===== src/rtl/mips_multicycle_controller.sv =====
// Multicycle MIPS control unit: Moore main FSM, ALU decoder and PC-enable logic.
// Write strobes are gated by reset so an interrupted instruction cannot commit anything.
module mips_multicycle_controller #(
   parameter int unsigned STATE_W = 4
) (
   input  logic       clk_i,
   input  logic       reset_i,
   input  logic [5:0] op_i,
   input  logic [5:0] funct_i,
   input  logic       zero_i,
   output logic       iord_o,
   output logic       memwrite_o,
   output logic       irwrite_o,
   output logic       regdst_o,
   output logic       memtoreg_o,
   output logic       regwrite_o,
   output logic       alusrca_o,
   output logic [1:0] alusrcb_o,
   output logic [1:0] pcsrc_o,
   output logic [2:0] alucontrol_o,
   output logic       pcen_o
);

   typedef enum logic [STATE_W-1:0] {
      StFetch   = 4'd0,
      StDecode  = 4'd1,
      StMemAdr  = 4'd2,
      StMemRd   = 4'd3,
      StMemWb   = 4'd4,
      StMemWr   = 4'd5,
      StRtypeEx = 4'd6,
      StRtypeWb = 4'd7,
      StBeqEx   = 4'd8,
      StAddiEx  = 4'd9,
      StAddiWb  = 4'd10,
      StJEx     = 4'd11,
      StBneEx   = 4'd12
   } state_e;

   localparam logic [5:0] OpLw    = 6'b100011;
   localparam logic [5:0] OpSw    = 6'b101011;
   localparam logic [5:0] OpRtype = 6'b000000;
   localparam logic [5:0] OpBeq   = 6'b000100;
   localparam logic [5:0] OpBne   = 6'b000101;
   localparam logic [5:0] OpAddi  = 6'b001000;
   localparam logic [5:0] OpJ     = 6'b000010;

   state_e     state_q, state_d;
   logic       pcwrite, branch, branchne;
   logic [1:0] aluop;
   logic       memwrite_raw, regwrite_raw, irwrite_raw;

   always_comb begin
      state_d = StFetch;
      case (state_q)
         StFetch:   state_d = StDecode;
         StDecode: begin
            case (op_i)
               OpLw, OpSw: state_d = StMemAdr;
               OpRtype:    state_d = StRtypeEx;
               OpBeq:      state_d = StBeqEx;
               OpBne:      state_d = StBneEx;
               OpAddi:     state_d = StAddiEx;
               OpJ:        state_d = StJEx;
               default:    state_d = StFetch;
            endcase
         end
         StMemAdr:  state_d = (op_i == OpLw) ? StMemRd : StMemWr;
         StMemRd:   state_d = StMemWb;
         StRtypeEx: state_d = StRtypeWb;
         StAddiEx:  state_d = StAddiWb;
         default:   state_d = StFetch;
      endcase
   end

   always_ff @(posedge clk_i) begin
      if (reset_i) begin
         state_q <= StFetch;
      end else begin
         state_q <= state_d;
      end
   end

   always_comb begin
      iord_o       = 1'b0;
      memwrite_raw = 1'b0;
      irwrite_raw  = 1'b0;
      regdst_o     = 1'b0;
      memtoreg_o   = 1'b0;
      regwrite_raw = 1'b0;
      alusrca_o    = 1'b0;
      alusrcb_o    = 2'b00;
      pcsrc_o      = 2'b00;
      aluop        = 2'b00;
      pcwrite      = 1'b0;
      branch       = 1'b0;
      branchne     = 1'b0;
      case (state_q)
         StFetch: begin
            irwrite_raw = 1'b1;
            alusrcb_o   = 2'b01;
            pcwrite     = 1'b1;
         end
         StDecode: alusrcb_o = 2'b11;
         StMemAdr, StAddiEx: begin
            alusrca_o = 1'b1;
            alusrcb_o = 2'b10;
         end
         StMemRd: iord_o = 1'b1;
         StMemWb: begin
            memtoreg_o   = 1'b1;
            regwrite_raw = 1'b1;
         end
         StMemWr: begin
            iord_o       = 1'b1;
            memwrite_raw = 1'b1;
         end
         StRtypeEx: begin
            alusrca_o = 1'b1;
            aluop     = 2'b10;
         end
         StRtypeWb: begin
            regdst_o     = 1'b1;
            regwrite_raw = 1'b1;
         end
         StBeqEx, StBneEx: begin
            alusrca_o = 1'b1;
            aluop     = 2'b01;
            pcsrc_o   = 2'b01;
            branch    = (state_q == StBeqEx);
            branchne  = (state_q == StBneEx);
         end
         StAddiWb: regwrite_raw = 1'b1;
         StJEx: begin
            pcsrc_o = 2'b10;
            pcwrite = 1'b1;
         end
         default: ;
      endcase
   end

   always_comb begin
      alucontrol_o = 3'b010;
      case (aluop)
         2'b01: alucontrol_o = 3'b110;
         2'b10: begin
            case (funct_i)
               6'b100010: alucontrol_o = 3'b110;
               6'b100100: alucontrol_o = 3'b000;
               6'b100101: alucontrol_o = 3'b001;
               6'b101010: alucontrol_o = 3'b111;
               default:   alucontrol_o = 3'b010;
            endcase
         end
         default: alucontrol_o = 3'b010;
      endcase
   end

   // Branch enable follows zero combinationally within the execute cycle.
   assign memwrite_o = memwrite_raw & ~reset_i;
   assign regwrite_o = regwrite_raw & ~reset_i;
   assign irwrite_o  = irwrite_raw & ~reset_i;
   assign pcen_o     = (pcwrite | (branch & zero_i) | (branchne & ~zero_i)) & ~reset_i;

endmodule


===== config.mk =====
export PLATFORM = sky130hd
export DESIGN_NAME = mips_multicycle_controller
export DESIGN_NICKNAME = d
export VERILOG_FILES = /design/src/rtl/mips_multicycle_controller.sv
export SDC_FILE = /design/constraint.sdc
export NUM_CORES = 1
export LEC_CHECK = 0
export CORE_AREA = 2 2 42 44
export DETAILED_ROUTE_END_ITERATION = 8
export DIE_AREA = 0 0 44 46
export GPL_ROUTABILITY_DRIVEN = 0
export PLACE_DENSITY_LB_ADDON = 0.3
export SYNTH_ARGS = -nofsm -noshare
export SYNTH_HDL_FRONTEND = slang
export SYNTH_SLANG_ARGS = --single-unit
export TNS_END_PERCENT = 10

===== constraint.sdc =====
create_clock -name clk_i -period 2.45 [get_ports clk_i]
set_input_delay 0.49 -clock clk_i [delete_from_list [all_inputs] [get_ports clk_i]]
set_output_delay 0.49 -clock clk_i [all_outputs]
set_load 0.01 [all_outputs]

==> metrics, run 1 <==
status finished clean; Synth Instances 79; Power, Total 243 uW; HP Class flop to flop; Via density 5.20; setup TNS 0 ns; Leak Pwr 0.390 nW; clock skew 0.00205 ns; sequential share of the synthesized area 14.5%; Syn Std Cell Area 551 sq um; Setup CP Type input pin to output pin; initial antenna violation count 0; Hold-fix buffers, CTS 0; First DRT Iteration DRCs 5; largest registers state_q (4); syn avg cell area 6.97 sq um; busiest grt layer met2; gr ovfl total 0; final setup vio count 0; # rows 15; vias 707; Biggest register state_q; ANT nets after route 0; # diodes 0; Worst-path clk slew 0.04 ns; area fraction of the dominant cell type after synthesis 14.5%; layout cells sized above 1 22.7%; clk_lat worst skew 0.24 ns; Port-buffer cells 29; WL/cell 11.6 um; TritonCTS clock tree built; CP peak stage delay 0.52 ns; final slew viol count 0; # IOs 30; Post-synth top flop dfxtp_1; fin nets 138; Num CTS Buffers 3; most frequent cell after synthesis nor2_1; Slew HR 70.1%; Seq cells post-synth 4; pin count of the biggest net entering global routing 15; Async SR Flop Fraction 0%; # placed instances 132; met2 Use GR 30.3%; max_cap viols 0; RSZ-0062 raised after global routing true; Die Wd 44 um; die area 2020 sq um; Pwr Density 247 nW/um^2; global-route wire length before repair 2.43 mm; VDD IR max 0.159 mV; post-DP HPWL 1.26 mm; final wirelength 1.57 mm; Crit Path Max Fanout 2; synth unique cells 34; crit path max-delay cell type clkdlybuf4s50_1; hold depth 2; WP data arrival 1.90 ns; met3 usage 5.56%; worst path cell trace clkdlybuf4s50_1 > nor3b_2 > a21boi_0 > or3b_2 > clkbuf_2; period utilisation layout 97.6%; core area 1610 sq um; worst hold slack 0.567 ns; Post-route DRC 0; YS warnings 0; largest cells by area after synthesis dfxtp_1 (15%), nand2b_1 (6.8%), nor2_1 (6.1%); critical path startpoint category input pin; Clock Tree Root clkbuf_4; Net Count, Synth 96; vias in the first global route 630; Critical Path RT 1.96 ns; clock sink count 4; max FFs per register 4; Worst R2R Path Depth 5; top cell type by total area after synthesis dfxtp_1; Vert. Die Dim 46 um; initial core utilization 34.1%; Final Hold Fails 0; P&R area growth vs syn 78.9%; gr usage total 16.0%; Initial DRT Pass Iterations 4; final cell count without fillers 136; met1 GRT Util 16.0%; Max Root-Sink Buffers 2; Worst setup EP type output pin; Worst-Margin Slew 0.445 ns; Post-synth EDFFs 0; Final min period 2.39 ns; H-tree levels 1; most frequent cells after synthesis nor2_1 (9), nand2b_1 (6), a21oi_1 (5), nand2_1 (5); FMAX 418 MHz
-- where the power goes --
group,total [mW],leakage [nW],internal [mW],switching [mW]
Sequential,0.0695,0.0331,0.0676,0.00187
Clock,0.0816,0.0138,0.0548,0.0268
Combinational,0.0917,0.343,0.0537,0.0380
-- routing by layer --
layer  share of wire (%)  routed length [um]
met2                  52                 819
met5                   0                   0
met4                0.57                   9
met3                 9.1                 143
met1                  38                 599
-- cells in the final DEF, fill, tap and decap left out, types with 2 or more instances in the layout --
cell type	count
a2111oi_2	2
a21oi_1	5
a22oi_1	2
a31oi_1	2
buf_4	12
clkbuf_4	3
clkdlybuf4s50_1	25
dfxtp_1	3
ha_1	2
inv_1	4
nand2_1	5
nand2b_1	5
nand3_1	2
nor2_1	8
nor2_2	2
nor2b_1	3
nor3_1	3
nor4_1	2
o21ai_0	2
xnor2_1	2
-- cell type report --
| type | count | area [sq um] |
|---|---|---|
| Sequential cell | 4 | 81.3 |
| Clock buffer | 3 | 22.5 |
| Multi-Input combinational cell | 67 | 468 |
| Inverter | 4 | 15.0 |
| Tap cell | 17 | 21.3 |
| Timing Repair Buffer | 41 | 377 |
| Fill cell | 145 | 629 |
-- cell families after synthesis --
logic type / count (synthesis) / synth area share, %
compound gates: 19 / 25.5
flops: 4 / 14.5
buf+inv: 8 / 6.13
fa+ha+maj: 2 / 4.54
simple gates: 43 / 44.5
xor+xnor: 3 / 4.77
-- worst max-delay path: cells and delay by family --
family                 cells  cell delay [ns]
AO/OA/AOI/OAI              1             0.11
buffers and inverters      2             0.66
AND/OR/NAND/NOR            2             0.64
-- path summary, 6_finish.rpt --
kind | slack [ns] | startpoint | end
max reg2reg | 1.15 | state_q[2] | state_q[2]
min | 0.57 | state_q[3] | state_q[0]
max | 0.06 | funct_i[2] | alucontrol_o[1]
min reg2reg | 0.57 | state_q[3] | state_q[0]
-- metrics by stage --
step	utilization (%)	worst slack (ns)	cell area [sq um]
global placement	57.4	-0.245	926
CTS	59.8	-0.0780	965
detailed placement	57.4	-0.322	926
finish	61.0	0.0594	985
global route	61.0	-0.0214	985
floorplan	-	0.297	551
-- repair_timing --
| item | CTS | global route |
|---|---|---|
| gates resized for setup | 7 | 8 |
| buffers inserted | 0 | 1 |
| pin swaps | 0 | 2 |
| endpoints found under the hold margin | 0 | 0 |
| endpoints found under the setup margin | 4 | 3 |
No activity file was read; power rests on OpenSTA's default activity.
==> inputs of run 2 (changes only) <==
- CORE_AREA: 2 2 42 44 -> 4 4 44 46
- DIE_AREA: 0 0 44 46 -> 0 0 48 50
==> metrics, run 2 (synthesis results as in run 1) <==
status finished clean; Initial DRT Pass Iterations 4; post-DP HPWL 1.32 mm; final slew viol count 0; most common cell after layout, fill and taps aside clkdlybuf4s50_1; FMAX 414 MHz; P&R area growth vs syn 77.0%; # rows 14; Final Hold Fails 0; Vert. Die Dim 50 um; # placed instances 130; fin nets 137; Setup crit end alucontrol_o[1]; H-tree levels 1; gr usage total 15.8%; max FFs per register 4; final setup vio count 0; vias in the first global route 674; Worst setup EP type output pin; Post-route DRC 0; Pwr Density 251 nW/um^2; Hold-fix buffers, CTS 0; Critical Path RT 1.96 ns; Max Root-Sink Buffers 2; global-route wire length before repair 2.84 mm; initial antenna violation count 0; gr ovfl total 0; WL/cell 13.2 um; worst reg2reg setup slack 1.07 ns; WP data arrival 1.92 ns; period utilisation layout 98.5%; Leak Pwr 0.366 nW; RSZ-0062 raised after global routing true; Setup CP Type flop to output pin; largest registers state_q (4); Worst-path clk slew 0.04 ns; vias 734; Biggest register state_q; initial core utilization 36.5%; Final min period 2.41 ns; Die Wd 48 um; Worst R2R Path Depth 5; layout cells sized above 1 23.7%; Worst-Margin Slew 0.386 ns; Worst setup startpoint state_q[3]; # diodes 0; pre-CTS WS -0.288 ns; # IOs 30; most frequent cells in the layout clkdlybuf4s50_1 (25), buf_4 (11), nor2_1 (8); critical path startpoint category flop; final cell count without fillers 134; TritonCTS clock tree built; Crit Path Max Fanout 3; worst r2r src state_q[2]; footprint of the multi-input gates 475 sq um; clock sink count 4; worst hold slack 0.618 ns; worst r2r dst state_q[1]; clk_lat worst skew 0.25 ns; Power, Total 244 uW; ANT nets after route 0; core area 1510 sq um; Clock Tree Root clkbuf_4; setup TNS 0 ns; max_cap viols 0; final worst slack 0.0368 ns; number of fill cells in the layout 130; First DRT Iteration DRCs 15; HP Class flop to flop; VDD IR max 0.319 mV; die area 2400 sq um; Slew HR 73.6%; pin count of the biggest net entering global routing 15; Port-buffer cells 29; final wirelength 1.77 mm; register area 81.3 sq um; Via density 5.48; clock skew 0.00434 ns; Num CTS Buffers 3
[run 2: cell type report]
class,count,share of cell area (%)
clock buffers,3,2.31
inverters,4,1.54
multi-input cells,67,48.8
flip-flops and latches,4,8.34
well taps,16,2.05
repair buffers,40,37.0
[run 2: report_power, final]
part	switching [mW]	total, mW	internal [mW]
Clock	0.0301	0.0851	0.0550
Sequential	0.00293	0.0709	0.0679
Combinational	0.0374	0.0884	0.0511
[run 2: metal layers]
metal / global-route usage, % / routed length, um
met3: 4.73 / 129
met1: 19.4 / 759
met4: 5.83 / 16
met2: 24.9 / 866
met5: 0 / 0
[run 2: worst min path at each step]
stage / start / end / depth (start not counted)
final: state_q[0] / state_q[1] / 3
after global routing: state_q[0] / state_q[1] / 3
after CTS: state_q[2] / state_q[3] / 2
after detailed placement: state_q[2] / state_q[3] / 2
after global placement: state_q[2] / state_q[3] / 2
after floorplan: reset_i / state_q[3] / 1
[run 2: per-stage QoR]
stage / util (%) / instance area, sq um
floorplan: - / 551
global placement: 60.9 / 917
detailed placement: 60.9 / 917
CTS: 62.4 / 940
global route: 64.7 / 975
finish: 64.7 / 975
[run 2: critical path: stages (launching register included)]
cell	delay [ns]
dfxtp_1	0.35
nand2b_4	0.14
nand2b_4	0.13
inv_1	0.04
ha_1	0.21
a31oi_2	0.21
or3b_2	0.45
clkbuf_2	0.14
[run 2: what timing repair did]
action / CTS / global route
buffers inserted: 0 / 1
endpoints found under the setup margin: 4 / 2
resized for setup: 5 / 12
gates cloned: 0 / 0
pin swaps: 0 / 1
==> inputs of run 3 (changes only) <==
- CAP_MARGIN: unset -> 20
==> results of run 3 <==
No change in the layout: final DEF, timing and power equal those of run 2.
==> patch: new RTL, settings of run 1 <==
Reset style: asynchronous (`reset_i`), changed in one clocked block.
--- a/src/rtl/mips_multicycle_controller.sv
+++ b/src/rtl/mips_multicycle_controller.sv
@@ -74,5 +74,5 @@
    end
 
-   always_ff @(posedge clk_i) begin
+   always_ff @(posedge clk_i or posedge reset_i) begin
       if (reset_i) begin
          state_q <= StFetch;
Formal check against the unedited RTL: differs if reset_i is asserted again (counterexample within 4 cycles, from zero or initial values and one cycle with reset_i high); with reset_i held inactive, the same outputs for 10 cycles.
==> patch against run 1 <==
  * Sequential cell count stayed put
  * Worst hold slack better by 75 ps
  * Setup slack better by 59 ps
  * Cell count stayed put
  * Critical path depth stayed put
  * Area after synthesis is 2.5% higher
  * Routed wire length is 7.3% higher
  * Final area is 0.38% higher
Power is not compared: it rests on default switching activity, and its combinational part moved more than twofold at a synthesized area within 25%.
==> patch: results (changes against run 1) <==
Parameter                              Value

GRT
  Overall track demand over capacity in global routing ... 18.15% (was 16.04%)
  Wire length of the first global-routing pass ... 2697 um (was 2428 um)
  Number of global-route vias before repair ... 681 (was 630)
  Pin count of the biggest net entering global routing ... 14 (was 15)

Setup path
  Largest fanout on the critical path ... 11 (was 2)
  Longest individual stage delay on the worst path ... 530 ps
  Critical Path Most Common Cell ... sky130_fd_sc_hd__buf_4
  CP Data Arrival Time ... 1840 ps (was 1900 ps)
  Slowest stage cell, crit path ... sky130_fd_sc_hd__clkdlybuf4s50_1 (unchanged)

STA
  Worst Tran Pin Value ... 361.9 ps (was 444.8 ps)
  Post-Route Skew ... 2.694 ps (was 2.053 ps)

Synthesis
  Fraction of synthesized cell area in xor and xnor cells ... 4.656% (was 4.773%)
  Fraction of the mapped netlist area in compound gates ... 19.96% (was 25.45%)
  Most frequent cells after synthesis ... sky130_fd_sc_hd__a21oi_1, sky130_fd_sc_hd__inv_1, sky130_fd_sc_hd__nand2b_1, sky130_fd_sc_hd__nor2_1 (was sky130_fd_sc_hd__nor2_1, sky130_fd_sc_hd__nand2b_1, sky130_fd_sc_hd__a21oi_1, sky130_fd_sc_hd__nand2_1)
  Share of the yosys chip area belonging to registers ... 17.74% (was 14.55%)
  Biggest area contributors in the synthesized netlist ... sky130_fd_sc_hd__dfrtp_1, sky130_fd_sc_hd__nand2b_1, sky130_fd_sc_hd__a21oi_1 (was sky130_fd_sc_hd__dfxtp_1, sky130_fd_sc_hd__nand2b_1, sky130_fd_sc_hd__nor2_1)
  Net count of the mapped netlist ... 96 (unchanged)
  Fraction of synthesis flops using an asynchronous set or reset pin ... 100.0% (was 0%)
  Adder-cell area share of the yosys netlist ... 4.435% (was 4.545%)
  Unique cell type count in the Yosys netlist ... 32 (was 34)

Clock tree
  Number of clock buffers inserted by TritonCTS ... 3 (unchanged)

Status
  Run status ... complete, no violations (unchanged)

Finish
  Proportion of layout cells with a drive suffix above 1 ... 18.49% (was 22.69%)
  Fill count ... 152 (was 145)
  Largest regs ... state_q: 4 flops (unchanged)
  Antenna cells ... 0 (unchanged)

Drt
  Number of vias in the routed layout ... 727 (was 707)
  Total Routed Length ... 1686 um (was 1571 um)
  1st-iter DRT viols ... 11 (was 5)

Placement
  Worst Setup Slack post-DPL ... -194.0 ps (was -322.1 ps)
  Post-DP HPWL ... 1346 um (was 1261 um)

Worst hold path
  HP Class ... in -> async (was reg -> reg)
## patch: area by class of cell
type	count	area, um2	area share [%]
multi-input combinational	65	447.9	45.32
timing repair buffer	41	374.1	37.85
sequential	4	100.1	10.13
clock buffer	3	22.52	2.278
inverter	6	22.52	2.278
tap	17	21.27	2.152
## patch: power breakdown
part	switching (mW)	internal, mW
clock	0.0224	0.0545
sequential	0.00859	0.0817
combinational	0.173	0.184
## patch: path summary, 6_finish.rpt
check	from	end	slack, ps	cells past startpoint
max in group asynchronous	reset_i	state_q[0]	1700	3
hold reg to reg	state_q[2]	state_q[3]	640	2
setup reg to reg	state_q[2]	state_q[2]	1070	4
hold / removal	reset_i	state_q[3]	640	3
min in group clk_i	state_q[2]	state_q[3]	640	2
setup / recovery	state_q[3]	irwrite_o	120	5
## patch: layer usage
layer / track usage (%) / vias to the layer above / share of wire [%]
met5: 0 / - / 0
met4: 8.485 / 0 / 0.42
met3: 3.571 / 2 / 5.9
met2: 33.53 / 17 / 51
met1: 19.76 / 336 / 42
li1: - / 372 / -
## patch: worst max-delay path, delay by kind of cell, from the launching register on
kind          cells  cell delay, ps
buf+inv           3             830
simple gates      2             390
flops             1             380
## patch: what timing repair did
item | in CTS | in global routing
buffers inserted | 0 | 0
gates resized for setup | 8 | 6
pin swaps | 0 | 1
endpoints found under the setup margin | 5 | 4
gates cloned | 0 | 0
## patch: stage by stage
step                      total power, mW  utilization, %  cells  cell area (um2)
after floorplan                    0.2630               -     79            564.3
after global placement             0.4434           58.76    133            948.4
after detailed placement           0.4464           58.76    133            948.4
after CTS                          0.5249           60.85    136            982.2
after global routing               0.5699           61.24    136            988.4
final                              0.5234           61.24    136            988.4
